### src/rtl/risk_pkg.sv
// Shared types for the pre-trade risk checker: FSM states, decision reason codes, default widths.
package risk_pkg;

    localparam int DEF_D_WIDTH  = 32;
    localparam int DEF_A_WIDTH  = 10;
    localparam int DEF_CLIENT_W = 5;

    typedef enum logic [1:0] {
        IDLE = 2'd0,
        RD   = 2'd1,
        CHK  = 2'd2,
        RESP = 2'd3
    } state_t;

    typedef enum logic [1:0] {
        RSN_OK       = 2'd0,
        RSN_LIMIT    = 2'd1,
        RSN_OVERFLOW = 2'd2,
        RSN_ZERO_QTY = 2'd3
    } reason_t;

endpackage

### src/rtl/order_risk_check_if.sv
// Order, limit-update and decision handshakes between the host side and the risk checker.
interface order_risk_check_if #(
    parameter int D_WIDTH  = 32,
    parameter int CLIENT_W = 5
);
    logic                ord_valid;
    logic                ord_ready;
    logic [CLIENT_W-1:0] ord_client;
    logic [D_WIDTH-1:0]  ord_qty;

    logic                max_valid;
    logic                max_ready;
    logic [CLIENT_W-1:0] max_client;
    logic [D_WIDTH-1:0]  max_value;

    logic                res_valid;
    logic                res_ready;
    logic [CLIENT_W-1:0] res_client;
    logic                res_accept;
    logic [1:0]          res_reason;
    logic [D_WIDTH-1:0]  res_new_acc;

    modport master (
        output ord_valid, ord_client, ord_qty,
        output max_valid, max_client, max_value,
        output res_ready,
        input  ord_ready, max_ready,
        input  res_valid, res_client, res_accept, res_reason, res_new_acc
    );

    modport slave (
        input  ord_valid, ord_client, ord_qty,
        input  max_valid, max_client, max_value,
        input  res_ready,
        output ord_ready, max_ready,
        output res_valid, res_client, res_accept, res_reason, res_new_acc
    );
endinterface

### src/rtl/risk_limit_cmp.sv
// Combinational limit decision: acc+qty against max, with zero-qty and carry-out rejects.
module risk_limit_cmp
    import risk_pkg::*;
#(
    parameter int D_WIDTH = DEF_D_WIDTH
) (
    input  logic [D_WIDTH-1:0] acc,
    input  logic [D_WIDTH-1:0] qty,
    input  logic [D_WIDTH-1:0] max_val,
    output logic               accept,
    output reason_t            reason,
    output logic [D_WIDTH-1:0] sum
);
    logic [D_WIDTH:0] sum_full;

    assign sum_full = {1'b0, acc} + {1'b0, qty};
    assign sum      = sum_full[D_WIDTH-1:0];

    // Carry-out is tested before the limit so a wrapped sum can never look small.
    always_comb begin
        reason = RSN_OK;
        if (qty == '0)
            reason = RSN_ZERO_QTY;
        else if (sum_full[D_WIDTH])
            reason = RSN_OVERFLOW;
        else if (sum_full[D_WIDTH-1:0] > max_val)
            reason = RSN_LIMIT;
    end

    assign accept = (reason == RSN_OK);
endmodule

### src/rtl/order_risk_check.sv
// Pre-trade limit checker driving the per-client limit RAM; one order in flight at a time.
// Optional decision counters are built when RISK_STATS_EN is defined.
module order_risk_check
    import risk_pkg::*;
#(
    parameter int D_WIDTH  = DEF_D_WIDTH,
    parameter int A_WIDTH  = DEF_A_WIDTH,
    parameter int CLIENT_W = DEF_CLIENT_W
) (
    input  logic                clk,
    input  logic                rst,
    order_risk_check_if.slave   bus,
    output logic [A_WIDTH-1:0]  ram_address_write,
    output logic [D_WIDTH-1:0]  ram_data_write,
    output logic                ram_write_enable,
    output logic                ram_change_max,
    output logic [A_WIDTH-1:0]  ram_address_read,
    input  logic [D_WIDTH-1:0]  ram_accumulated_orders,
    input  logic [D_WIDTH-1:0]  ram_max_to_trade,
    output logic [31:0]         stat_accept_cnt,
    output logic [31:0]         stat_reject_cnt
);
    localparam int PAD_W = A_WIDTH - CLIENT_W;

    state_t              state_reg, state_next;
    logic [CLIENT_W-1:0] client_reg;
    logic [D_WIDTH-1:0]  qty_reg;
    logic                res_valid_reg, res_accept_reg;
    logic [CLIENT_W-1:0] res_client_reg;
    reason_t             res_reason_reg;
    logic [D_WIDTH-1:0]  res_new_acc_reg;

    logic                max_ready_next, ord_ready_next, we_next, cm_next;
    logic [A_WIDTH-1:0]  waddr_next, raddr_next;
    logic [D_WIDTH-1:0]  wdata_next;

    logic                cmp_accept;
    reason_t             cmp_reason;
    logic [D_WIDTH-1:0]  cmp_sum;

    risk_limit_cmp #(.D_WIDTH(D_WIDTH)) u_cmp (
        .acc     (ram_accumulated_orders),
        .qty     (qty_reg),
        .max_val (ram_max_to_trade),
        .accept  (cmp_accept),
        .reason  (cmp_reason),
        .sum     (cmp_sum)
    );

    always_comb begin
        state_next     = state_reg;
        max_ready_next = 1'b0;
        ord_ready_next = 1'b0;
        we_next        = 1'b0;
        cm_next        = 1'b0;
        waddr_next     = '0;
        wdata_next     = '0;
        raddr_next     = '0;
        case (state_reg)
            IDLE: begin
                max_ready_next = 1'b1;
                if (bus.max_valid) begin
                    we_next    = 1'b1;
                    cm_next    = 1'b1;
                    waddr_next = {{PAD_W{1'b0}}, bus.max_client};
                    wdata_next = bus.max_value;
                end else begin
                    ord_ready_next = 1'b1;
                    if (bus.ord_valid)
                        state_next = RD;
                end
            end
            RD: begin
                raddr_next = {{PAD_W{1'b0}}, client_reg};
                state_next = CHK;
            end
            CHK: begin
                if (cmp_accept) begin
                    we_next    = 1'b1;
                    waddr_next = {{PAD_W{1'b0}}, client_reg};
                    wdata_next = cmp_sum;
                end
                state_next = RESP;
            end
            RESP: begin
                if (bus.res_ready)
                    state_next = IDLE;
            end
            default: state_next = IDLE;
        endcase
    end

    // Reset masks the handshakes and the write strobe in the cycle it is asserted.
    assign bus.max_ready     = max_ready_next & ~rst;
    assign bus.ord_ready     = ord_ready_next & ~rst;
    assign ram_write_enable  = we_next & ~rst;
    assign ram_change_max    = cm_next & ~rst;
    assign ram_address_write = waddr_next;
    assign ram_data_write    = wdata_next;
    assign ram_address_read  = raddr_next;

    always_ff @(posedge clk) begin
        if (rst) begin
            state_reg       <= IDLE;
            client_reg      <= '0;
            qty_reg         <= '0;
            res_valid_reg   <= 1'b0;
            res_client_reg  <= '0;
            res_accept_reg  <= 1'b0;
            res_reason_reg  <= RSN_OK;
            res_new_acc_reg <= '0;
        end else begin
            state_reg <= state_next;
            if (state_reg == IDLE && !bus.max_valid && bus.ord_valid) begin
                client_reg <= bus.ord_client;
                qty_reg    <= bus.ord_qty;
            end
            if (state_reg == CHK) begin
                res_valid_reg   <= 1'b1;
                res_client_reg  <= client_reg;
                res_accept_reg  <= cmp_accept;
                res_reason_reg  <= cmp_reason;
                res_new_acc_reg <= cmp_accept ? cmp_sum : ram_accumulated_orders;
            end
            if (state_reg == RESP && bus.res_ready)
                res_valid_reg <= 1'b0;
        end
    end

    assign bus.res_valid   = res_valid_reg;
    assign bus.res_client  = res_client_reg;
    assign bus.res_accept  = res_accept_reg;
    assign bus.res_reason  = res_reason_reg;
    assign bus.res_new_acc = res_new_acc_reg;

`ifdef RISK_STATS_EN
    logic [31:0] acc_cnt_reg, rej_cnt_reg;

    always_ff @(posedge clk) begin
        if (rst) begin
            acc_cnt_reg <= '0;
            rej_cnt_reg <= '0;
        end else if (state_reg == CHK) begin
            if (cmp_accept && acc_cnt_reg != 32'hFFFF_FFFF)
                acc_cnt_reg <= acc_cnt_reg + 32'd1;
            if (!cmp_accept && rej_cnt_reg != 32'hFFFF_FFFF)
                rej_cnt_reg <= rej_cnt_reg + 32'd1;
        end
    end

    assign stat_accept_cnt = acc_cnt_reg;
    assign stat_reject_cnt = rej_cnt_reg;
`else
    assign stat_accept_cnt = 32'd0;
    assign stat_reject_cnt = 32'd0;
`endif
endmodule

### src/flat_wrapper.sv
// flat-port wrapper written by rule: the top's interface ports become plain ports
module order_risk_check_flat import risk_pkg::*;
#(
    parameter int D_WIDTH  = DEF_D_WIDTH,
    parameter int A_WIDTH  = DEF_A_WIDTH,
    parameter int CLIENT_W = DEF_CLIENT_W
)
  (clk, rst, ram_address_write, ram_data_write, ram_write_enable, ram_change_max, ram_address_read, ram_accumulated_orders, ram_max_to_trade, stat_accept_cnt, stat_reject_cnt, bus_ord_valid, bus_ord_client, bus_ord_qty, bus_max_valid, bus_max_client, bus_max_value, bus_res_ready, bus_ord_ready, bus_max_ready, bus_res_valid, bus_res_client, bus_res_accept, bus_res_reason, bus_res_new_acc);
  order_risk_check_if #(.D_WIDTH(D_WIDTH), .CLIENT_W(CLIENT_W)) bus_i ();
  input  logic clk;
  input  logic rst;
  output logic [A_WIDTH-1:0] ram_address_write;
  output logic [D_WIDTH-1:0] ram_data_write;
  output logic ram_write_enable;
  output logic ram_change_max;
  output logic [A_WIDTH-1:0] ram_address_read;
  input  logic [D_WIDTH-1:0] ram_accumulated_orders;
  input  logic [D_WIDTH-1:0] ram_max_to_trade;
  output logic [31:0] stat_accept_cnt;
  output logic [31:0] stat_reject_cnt;
  input wire logic [$bits(bus_i.ord_valid)-1:0] bus_ord_valid;
  input wire logic [$bits(bus_i.ord_client)-1:0] bus_ord_client;
  input wire logic [$bits(bus_i.ord_qty)-1:0] bus_ord_qty;
  input wire logic [$bits(bus_i.max_valid)-1:0] bus_max_valid;
  input wire logic [$bits(bus_i.max_client)-1:0] bus_max_client;
  input wire logic [$bits(bus_i.max_value)-1:0] bus_max_value;
  input wire logic [$bits(bus_i.res_ready)-1:0] bus_res_ready;
  output wire logic [$bits(bus_i.ord_ready)-1:0] bus_ord_ready;
  output wire logic [$bits(bus_i.max_ready)-1:0] bus_max_ready;
  output wire logic [$bits(bus_i.res_valid)-1:0] bus_res_valid;
  output wire logic [$bits(bus_i.res_client)-1:0] bus_res_client;
  output wire logic [$bits(bus_i.res_accept)-1:0] bus_res_accept;
  output wire logic [$bits(bus_i.res_reason)-1:0] bus_res_reason;
  output wire logic [$bits(bus_i.res_new_acc)-1:0] bus_res_new_acc;
  assign bus_i.ord_valid = bus_ord_valid;
  assign bus_i.ord_client = bus_ord_client;
  assign bus_i.ord_qty = bus_ord_qty;
  assign bus_i.max_valid = bus_max_valid;
  assign bus_i.max_client = bus_max_client;
  assign bus_i.max_value = bus_max_value;
  assign bus_i.res_ready = bus_res_ready;
  assign bus_ord_ready = bus_i.ord_ready;
  assign bus_max_ready = bus_i.max_ready;
  assign bus_res_valid = bus_i.res_valid;
  assign bus_res_client = bus_i.res_client;
  assign bus_res_accept = bus_i.res_accept;
  assign bus_res_reason = bus_i.res_reason;
  assign bus_res_new_acc = bus_i.res_new_acc;
  order_risk_check #(.D_WIDTH(D_WIDTH), .A_WIDTH(A_WIDTH), .CLIENT_W(CLIENT_W)) u_core (.clk(clk), .rst(rst), .bus(bus_i), .ram_address_write(ram_address_write), .ram_data_write(ram_data_write), .ram_write_enable(ram_write_enable), .ram_change_max(ram_change_max), .ram_address_read(ram_address_read), .ram_accumulated_orders(ram_accumulated_orders), .ram_max_to_trade(ram_max_to_trade), .stat_accept_cnt(stat_accept_cnt), .stat_reject_cnt(stat_reject_cnt));
endmodule
### config.mk
export PLATFORM = sky130hd
export DESIGN_NAME = order_risk_check_flat
export DESIGN_NICKNAME = d
export VERILOG_FILES = /design/src/rtl/risk_pkg.sv /design/src/rtl/order_risk_check_if.sv /design/src/rtl/risk_limit_cmp.sv /design/src/rtl/order_risk_check.sv /design/src/flat_wrapper.sv
export SDC_FILE = /design/constraint.sdc
export NUM_CORES = 1
export LEC_CHECK = 0
export CORE_AREA = 2 2 145 162
export CTS_CLUSTER_DIAMETER = 150
export DETAILED_ROUTE_END_ITERATION = 12
export DIE_AREA = 0 0 147 164
export GPL_TIMING_DRIVEN = 1
export HOLD_SLACK_MARGIN = 0.02
export PLACE_DENSITY = 0.66
export SETUP_SLACK_MARGIN = 0.2
export SLEW_MARGIN = 20
export SYNTH_ARGS = -nofsm -noshare
export SYNTH_HDL_FRONTEND = slang
export SYNTH_SLANG_ARGS = --single-unit
### constraint.sdc
create_clock -name clk -period 7 [get_ports clk]
set_clock_uncertainty 0.15 [all_clocks]
set_input_delay 1.4 -clock clk [delete_from_list [all_inputs] [get_ports clk]]
set_output_delay 1.4 -clock clk [all_outputs]
set_load 0.02 [all_outputs]
==> Word-level counts from Yosys, hierarchy flattened <==
Index checks and enable logic that the tools add are counted.
{ "classes": {"n_reduce_logical": 9, "n_mux": 22, "eq_ne": 6, "bitwise": 5, "addsub": 1, "magnitude_cmp": 1} }
{ "ops": {"columns": ["operator", "n"], "rows": [
  ["$mux W32", 3],
  ["$pmux W32 S2", 1],
  ["$add A32 B32 Y33", 1],
  ["$gt A32 B32 Y1", 1],
  ["$logic_not A32 Y1", 1],
  ["$pmux W10 S2", 1],
  ["$mux W5", 3],
  ["$mux W2", 5],
  ["$pmux W2 S4", 1],
  ["$mux W1", 7],
  ["$ne A2 B2 Y1 const B", 3],
  ["$and A1 B1 Y1", 4],
  ["$eq A2 B2 Y1 const B", 2],
  ["$logic_not A2 Y1", 2],
  ["$logic_and A1 B1 Y1", 3],
  ["$reduce_and A3 Y1", 1],
  ["$eq A2 B1 Y1 const B", 1],
  ["$pmux W1 S2", 1],
  ["$reduce_or A2 Y1", 1],
  ["$logic_not A1 Y1", 1],
  ["$not A1 Y1", 1]
]} }
{ "totals": {"inputBits": 143, "reg_bits": 80, "word_cells": 52} }

==> Longest topological paths before layout <==
Gate-level depths: netlist (run 1).
{ "logic_depth": {"depth_word": 9, "ltp_mapped": 22} }

==> Hierarchy <==
Synthesis (run 1) repeated with hierarchy kept, for this count alone.
{ "unflattened": {"cells_unflattened": 870, "area_unflattened_um2": 6921.6} }
{ "modules_own_cells": {"columns": ["module", "instances", "cells_each", "area_per_inst_um2"], "rows": [
  ["order_risk_check", 1, 486, 4231.6],
  ["risk_limit_cmp", 1, 384, 2690.1]
]} }

==> Worst setup path before layout (run 1) <==
Ideal clock, no wire load.
{ "synth_timing": {"path_type": "input-to-output", "startpoint": "input ram_accumulated_orders[0]", "endpoint": "output ram_data_write[13]", "required_ns": 5.450, "path_buffers": 2, "path_stages": 21, "setup_slack_ns": -0.089, "arrival_ns": 5.539, "path_cell_list": "ha_1 > fa_1 > a211oi_1 > o211a_1 > o221ai_1 > a31oi_2 > nor3_1 > nor4b_1 > o21bai_1 > xor2_1 > ha_1 > nand4_1 > and4bb_1 > nand4_1 > a22o_1 > a211oi_2 > o21ai_4 > nor2_1 > buf_2 > buf_6 > a22o_1"} }
{ "synth_between": {"elab_chain_len": 8} }
{ "synth_lines": {"columns": ["item", "line", "rtl"], "rows": [
  ["start: declaration", "flat_wrapper.sv:17", "input logic [D_WIDTH-1:0] ram_accumulated_orders;"],
  ["$add A32 B32 Y33 (*)", "risk_limit_cmp.sv:16", "assign sum_full = {1'b0, acc} + {1'b0, qty};"],
  ["$gt A32 B32 Y1", "risk_limit_cmp.sv:26", "else if (sum_full[D_WIDTH-1:0] > max_val)"],
  ["$mux W1", "risk_limit_cmp.sv:26", null],
  ["$mux W2", "risk_limit_cmp.sv:24", "else if (sum_full[D_WIDTH])"],
  ["$mux W2", "risk_limit_cmp.sv:22", "if (qty == '0)"],
  ["$logic_not A2 Y1", "risk_limit_cmp.sv:30", "assign accept = (reason == RSN_OK);"],
  ["$mux W32 (*)", "order_risk_check.sv:78", "if (cmp_accept) begin"],
  ["$pmux W32 S2 (*)", "order_risk_check.sv:59", "case (state_reg)"],
  ["end: declaration", "flat_wrapper.sv:13", "output logic [D_WIDTH-1:0] ram_data_write;"]
]} }
Mark *: on every way between the ends. The rest lies on a longest branch, timed or not.

==> Final worst setup path (run 1) <==
{ "layout_timing": {"startpoint": "input ram_accumulated_orders[20]", "endpoint": "output ram_data_write[16]"} }
{ "layout_between": {"elab_chain_len": 8} }
{ "layout_lines": {"columns": ["item", "line"], "rows": [
  ["$add A32 B32 Y33 (*)", "risk_limit_cmp.sv:16"],
  ["$gt A32 B32 Y1", "risk_limit_cmp.sv:26"],
  ["$mux W1", "risk_limit_cmp.sv:26"],
  ["$mux W2 (*)", "risk_limit_cmp.sv:24"],
  ["$mux W2 (*)", "risk_limit_cmp.sv:22"],
  ["$logic_not A2 Y1 (*)", "risk_limit_cmp.sv:30"],
  ["$mux W32 (*)", "order_risk_check.sv:78"],
  ["$pmux W32 S2 (*)", "order_risk_check.sv:59"]
]} }
Marked as above.

==> flow_metrics.tcl, run 1 <==
set metrics [dict create \
    grt-ovfl-total 0 \
    powerDensity_nw_per_um2 285.7 \
    cts_htree_levels 3 \
    synth_most_common_cell "nand2_1" \
    async_flop_share 0 \
    p_leak_nw 4.981 \
    final-hold-violation-count 0 \
    failed_checks "setup timing" \
    cts_sinks 80 \
    syn_inst 839 \
    synth_top_family_by_area "compound AO/OA/AOI/OAI gates" \
    start_util 0.2956 \
    synthSimpleGateAreaFrac 0.1584 \
    grt_max_degree 69 \
    yosysTopAreaCell "dfxtp_1" \
    grt_usage 0.2107 \
    fmax_ghz 0.1351 \
    synth.distinct_cells 59 \
    synth_area_um2 6650 \
    ys_ff_latch 80 \
    ios 304 \
    setup-violations-final 38 \
    yosys-top-cells-count "104 x nand2_1, 87 x a21oi_1, 80 x dfxtp_1, 74 x buf_4, 68 x ha_1" \
    outcome "finished, violations left" \
    synth_compound_area_frac 0.2437 \
    wl_per_cell_um 17.46 \
    slew_violations 0 \
    fillers 2199 \
    drt_wl_total_um 26340 \
    fin_ws_ns -0.4007 \
    drcViolationCount 0 \
    die_h_um 164 \
    endpoint_kind "primary output" \
    synth_xor_area_frac 0.03951 \
    placed_area_um2 9957 \
    yosysWarnings 0 \
    maxSlewHeadroom 0.3364 \
    numCtsBuffers 9 \
    synth_enable_flop_cells 0 \
    max-vdd-ir-drop_uv 196.0 \
    min_path_type "reg -> reg" \
    cts_tree "built" \
    setup_tns_ns -12.21 \
    cp_max_fo 7 \
    nets 1414 \
    core_um2 22500 \
    root_buffer "clkbuf_16" \
    worstMarginPinSlew_ns 0.9954 \
    detail-route-antenna-nets 0 \
    io_buffers 229 \
    ys_seq_area_frac 0.2408 \
    antenna_found_initial 3 \
    grt_pass1_vias 7125 \
    rsz0062_at_grt "true" \
    gp_congestion 0.8574 \
    rows 58 \
    synth_top_area_share 0.2408 \
    synth_fa_ha_area_frac 0.1310 \
    drt-vias-per-instance 4.844 \
    fin_crit_ns 7.401 \
    syn_to_final_growth_pct 66.19 \
    arrival_ns 5.85 \
    synthMuxAreaShare 0.05155 \
    cts.clk_slew.worst_paths_ns 0.07 \
    maxCapViolCount 0 \
    synth_area_per_cell_um2 7.926 \
    hpwl_um 19340 \
    num_vias 7304 \
    criticalPathCategory "in -> out" \
    final_area_um2 11050 \
    fin_crit_sh 1.057 \
    die_w_um 147 \
    dieArea_um2 24110 \
    grt_pass1_wl_um 39220 \
    worstSkewPairLatency_ns 0.35 \
    synth-main-ff-cell "dfxtp_1" \
    drt_iter0_markers 449 \
    clockBufferDepth 2 \
    startpoint_type "input pin" \
    dr.pass1.iters 7 \
    drive_gt1_frac 0.2469 \
    required_ns 5.45 \
    ys_top_cells_by_area "dfxtp_1 24%, ha_1 13%, buf_4 8.4%, a21oi_1 6.5%, nand2_1 5.9%" \
]
[path summary, 6_finish.rpt]
check,from,end,slack [ns],cells after the start
setup reg to reg,u_core.qty_reg[0],u_core.bus.res_new_acc[2],1.67,26
hold reg to reg,u_core.qty_reg[26],u_core.qty_reg[26],0.33,2
setup / recovery,ram_accumulated_orders[20],ram_data_write[16],-0.40,22
hold / removal,u_core.qty_reg[26],u_core.qty_reg[26],0.33,2
[power breakdown]
group	switching, W	total (W)	internal, W
sequential	0.0000706	0.000624	0.000554
combinational	0.00102	0.00198	0.000961
clock	0.000224	0.000550	0.000326
total	0.00132	0.00316	0.00184
[what timing repair did]
| item | CTS | global route |
|---|---|---|
| endpoints found under the setup margin | 38 | 38 |
| buffers inserted | 14 | 11 |
| gates resized for setup | 306 | 48 |
| pin swaps | 70 | 61 |
| hold buffers | 0 | 0 |
| cloned | 4 | 0 |
[layout by cell type, fill, tap and decap left out, drive strengths merged, types with 9 or more instances in the layout]
cell / instances
buf: 203
clkdlybuf4s50: 167
nand2: 104
a21oi: 88
dfxtp: 80
conb: 74
ha: 68
nor2: 61
inv: 46
a22o: 38
mux2i: 32
a211oi: 32
o21ai: 22
clkbuf: 19
xnor2: 17
a21o: 14
xor2: 13
nand3: 9
and3: 9
dlygate4sd2: 9
[stage by stage]
| stage | utilization | hold WS [ns] | worst slack [ns] | cells | power, W |
|---|---|---|---|---|---|
| CTS | 0.4815 | 0.3271 | -0.4440 | 1496 | 0.003117 |
| floorplan | - | 0.3027 | 0.1823 | 912 | 0.001675 |
| finish | 0.4913 | 0.3251 | -0.4007 | 1508 | 0.003158 |
| global route | 0.4913 | 0.3482 | -0.5443 | 1508 | 0.003355 |
| global placement | 0.4426 | 0.3135 | -1.159 | 1462 | 0.002388 |
| detailed placement | 0.4426 | 0.3176 | -1.251 | 1462 | 0.002412 |
[critical path, stage by stage]
cell           delay (ns)
dlygate4sd2_1        0.29
ha_1                 0.35
a21oi_2              0.20
o21bai_1             0.13
a21oi_2              0.17
nor2b_1              0.10
a221oi_2             0.37
o21ai_4              0.13
a31oi_4              0.21
xnor2_2              0.11
ha_1                 0.31
nand4_1              0.14
and4bb_1             0.35
nand4_1              0.13
a22o_1               0.28
a211oi_4             0.25
o21ai_4              0.11
nor2_4               0.16
buf_6                0.15
buf_16               0.15
a22o_1               0.19
buf_6                0.14
[cell type report]
| cell class | count | area (um2) | share of cell area |
|---|---|---|---|
| antenna | 1 | 2.502 | 0.0002264 |
| clock buffer | 11 | 242.7 | 0.02196 |
| clock inverter | 5 | 86.33 | 0.007812 |
| inverter | 44 | 165.2 | 0.01494 |
| multi-input combinational | 677 | 4941 | 0.4471 |
| sequential | 80 | 1602 | 0.1449 |
| tap | 300 | 375.4 | 0.03396 |
| timing repair buffer | 390 | 3637 | 0.3291 |
[metal layers]
metal | track usage | up-vias | share of wire
met5 | 0 | - | 0.00091
met4 | 0.06512 | 4 | 0.029
met3 | 0.04278 | 44 | 0.064
met2 | 0.3675 | 282 | 0.48
met1 | 0.2624 | 3393 | 0.43
li1 | - | 3581 | -
[cells by family (layout without fill, tap and decap cells)]
group | after synthesis | count (layout)
compound gates | 237 | 237
simple gates | 233 | 233
buf+inv | 155 | 450
flops | 80 | 80
fa+ha+maj | 69 | 69
mux | 34 | 34
xor+xnor | 30 | 30
other cells | 1 | 75
Note: power is estimated with default switching activity, not from simulation.
==> inputs of run 2 (changes only) <==
- CORE_AREA: 2 2 145 162 -> 3 3 146 163
- DIE_AREA: 0 0 147 164 -> 0 0 149 166
==> flow_metrics.tcl, run 2 (synthesis gave the netlist of run 1 again) <==
set metrics [dict create \
    outcome "finished, violations left" \
    failed_checks "setup timing" \
    dpl.cell_count 1455 \
    ios 304 \
    dieArea_um2 24730 \
    drt_wl_total_um 25890 \
    drive_gt1_frac 0.2419 \
    grt_usage 0.1982 \
    die_w_um 149 \
    required_ns 5.45 \
    syn_to_final_growth_pct 64.10 \
    p_leak_nw 4.935 \
    die_h_um 166 \
    endpoint_kind "primary output" \
    clockBufferDepth 2 \
    critical_path.max_stage_delay_ns 0.39 \
    fin_crit_sh 1.049 \
    rows 57 \
    max-vdd-ir-drop_uv 168.7 \
    rsz0062_at_grt "true" \
    drt_iter0_markers 279 \
    worstSkewPairLatency_ns 0.35 \
    fin_ws_ns -0.3403 \
    grt-ovfl-total 0 \
    worstPathCellList "dlygate4sd2_1, ha_4, nand4_1, nor2_2, a2111oi_4, o31ai_4, a21oi_2, buf_6, buf_4, o21ai_0, xnor2_1, buf_4, ha_1, and4_1, and4bb_1, nand4_1, a22o_1, a211oi_2, o21ai_4, nor2_4, buf_4, clkbuf_16, a22o_4, buf_6" \
    hold_depth 2 \
    diodes 0 \
    hpwl_um 19870 \
    final_cell_mix "167 x clkdlybuf4s50_1, 152 x buf_4, 104 x nand2_1, 80 x dfxtp_1, 79 x a21oi_1" \
    cts_tree "built" \
    cts.clk_slew.worst_paths_ns 0.07 \
    nets 1411 \
    core_um2 22110 \
    grt_pass1_vias 7097 \
    arrival_ns 5.79 \
    final_util 0.4936 \
    wl_per_cell_um 17.28 \
    drt-vias-per-instance 4.799 \
    antenna_found_initial 1 \
    fin_crit_ns 7.340 \
    stdcell_count 1498 \
    cts_htree_levels 3 \
    drcViolationCount 0 \
    grt_max_degree 69 \
    setup-violations-final 38 \
    criticalPathCategory "in -> out" \
    maxCapViolCount 0 \
    slowest_stage "a2111oi_4" \
    cts_sinks 80 \
    slew_violations 0 \
    ctsHoldBuffers 0 \
    startpoint_type "input pin" \
    worstMarginPinSlew_ns 1.044 \
    gp_congestion 0.8970 \
    numCtsBuffers 9 \
    grt_pass1_wl_um 39030 \
    powerDensity_nw_per_um2 282.5 \
    maxSlewHeadroom 0.3037 \
    num_vias 7189 \
    reg2reg_depth 22 \
    dr.pass1.iters 6 \
    start_util 0.3008 \
    crit_top_cell "buf_4" \
    final_common_cell "clkdlybuf4s50_1" \
    min_path_type "reg -> reg" \
    detail-route-antenna-nets 0 \
    root_buffer "clkbuf_16" \
    io_buffers 229 \
    fmax_ghz 0.1362 \
    final-hold-violation-count 0 \
    cp_max_fo 6 \
]
-- run 2: changes by cell type in the layout (fill, tap and decap cells not counted), moves of 2 or more --
cell / change
buf_16: -4
buf_4: +4
dlygate4sd2_1: +3
xor2_1: +2
inv_6: -2
xor2_2: -2
buf_6: -5
a211oi_4: -2
ha_4: +2
ha_1: -3
a211oi_2: +2
clkbuf_2: -2
-- run 2: power by group --
group	switching (W)	internal, W
sequential	0.0000702	0.000554
combinational	0.00100	0.000932
clock	0.000212	0.000312
-- run 2: final timing paths --
| path | from | to | slack, ns |
|---|---|---|---|
| max reg2reg | u_core.qty_reg[0] | u_core.bus.res_new_acc[2] | 1.78 |
| max | ram_accumulated_orders[9] | ram_data_write[13] | -0.34 |
| min | u_core.qty_reg[21] | u_core.qty_reg[21] | 0.33 |
| min reg2reg | u_core.qty_reg[21] | u_core.qty_reg[21] | 0.33 |
-- run 2: area by class of cell --
class / instances / area [um2]
Fill cell: 2160 / 11200
Multi-Input combinational cell: 677 / 4922
Timing Repair Buffer: 387 / 3543
Sequential cell: 80 / 1602
Tap cell: 295 / 369.1
Clock buffer: 10 / 229.0
Inverter: 44 / 165.2
Clock inverter: 5 / 82.58
-- run 2: metrics by stage --
stage	total power (W)	TNS [ns]	worst slack, ns	instance area (um2)	hold slack [ns]
floorplan	0.001675	0	0.1823	7024	0.3027
global placement	0.002389	-39.51	-1.082	9951	0.3115
detailed placement	0.002413	-43.64	-1.182	9951	0.3198
CTS	0.003045	-8.158	-0.2839	10710	0.3287
global route	0.003286	-18.87	-0.5594	10910	0.3531
finish	0.003083	-9.975	-0.3403	10910	0.3323
-- run 2: critical path: cells and delay by family --
family	cells	cell delay (ns)
compound gates	8	1.60
xor+xnor	1	0.17
buf+inv	7	1.12
simple gates	6	0.93
fa+ha+maj	2	0.53
-- run 2: repair_timing --
item,4_1_cts,5_1_grt
setup endpoints to repair,38,38
gates cloned,0,1
pin swaps,41,49
setup buffers,13,14
resized for setup,299,36
-- run 2: metal layers --
metal | vias to the layer above | track usage | wire, um
met5 | - | 0 | 9
met1 | 3366 | 0.2444 | 10710
met4 | 2 | 0.04658 | 358
li1 | 3556 | - | -
met3 | 26 | 0.03766 | 1788
met2 | 239 | 0.3542 | 13020
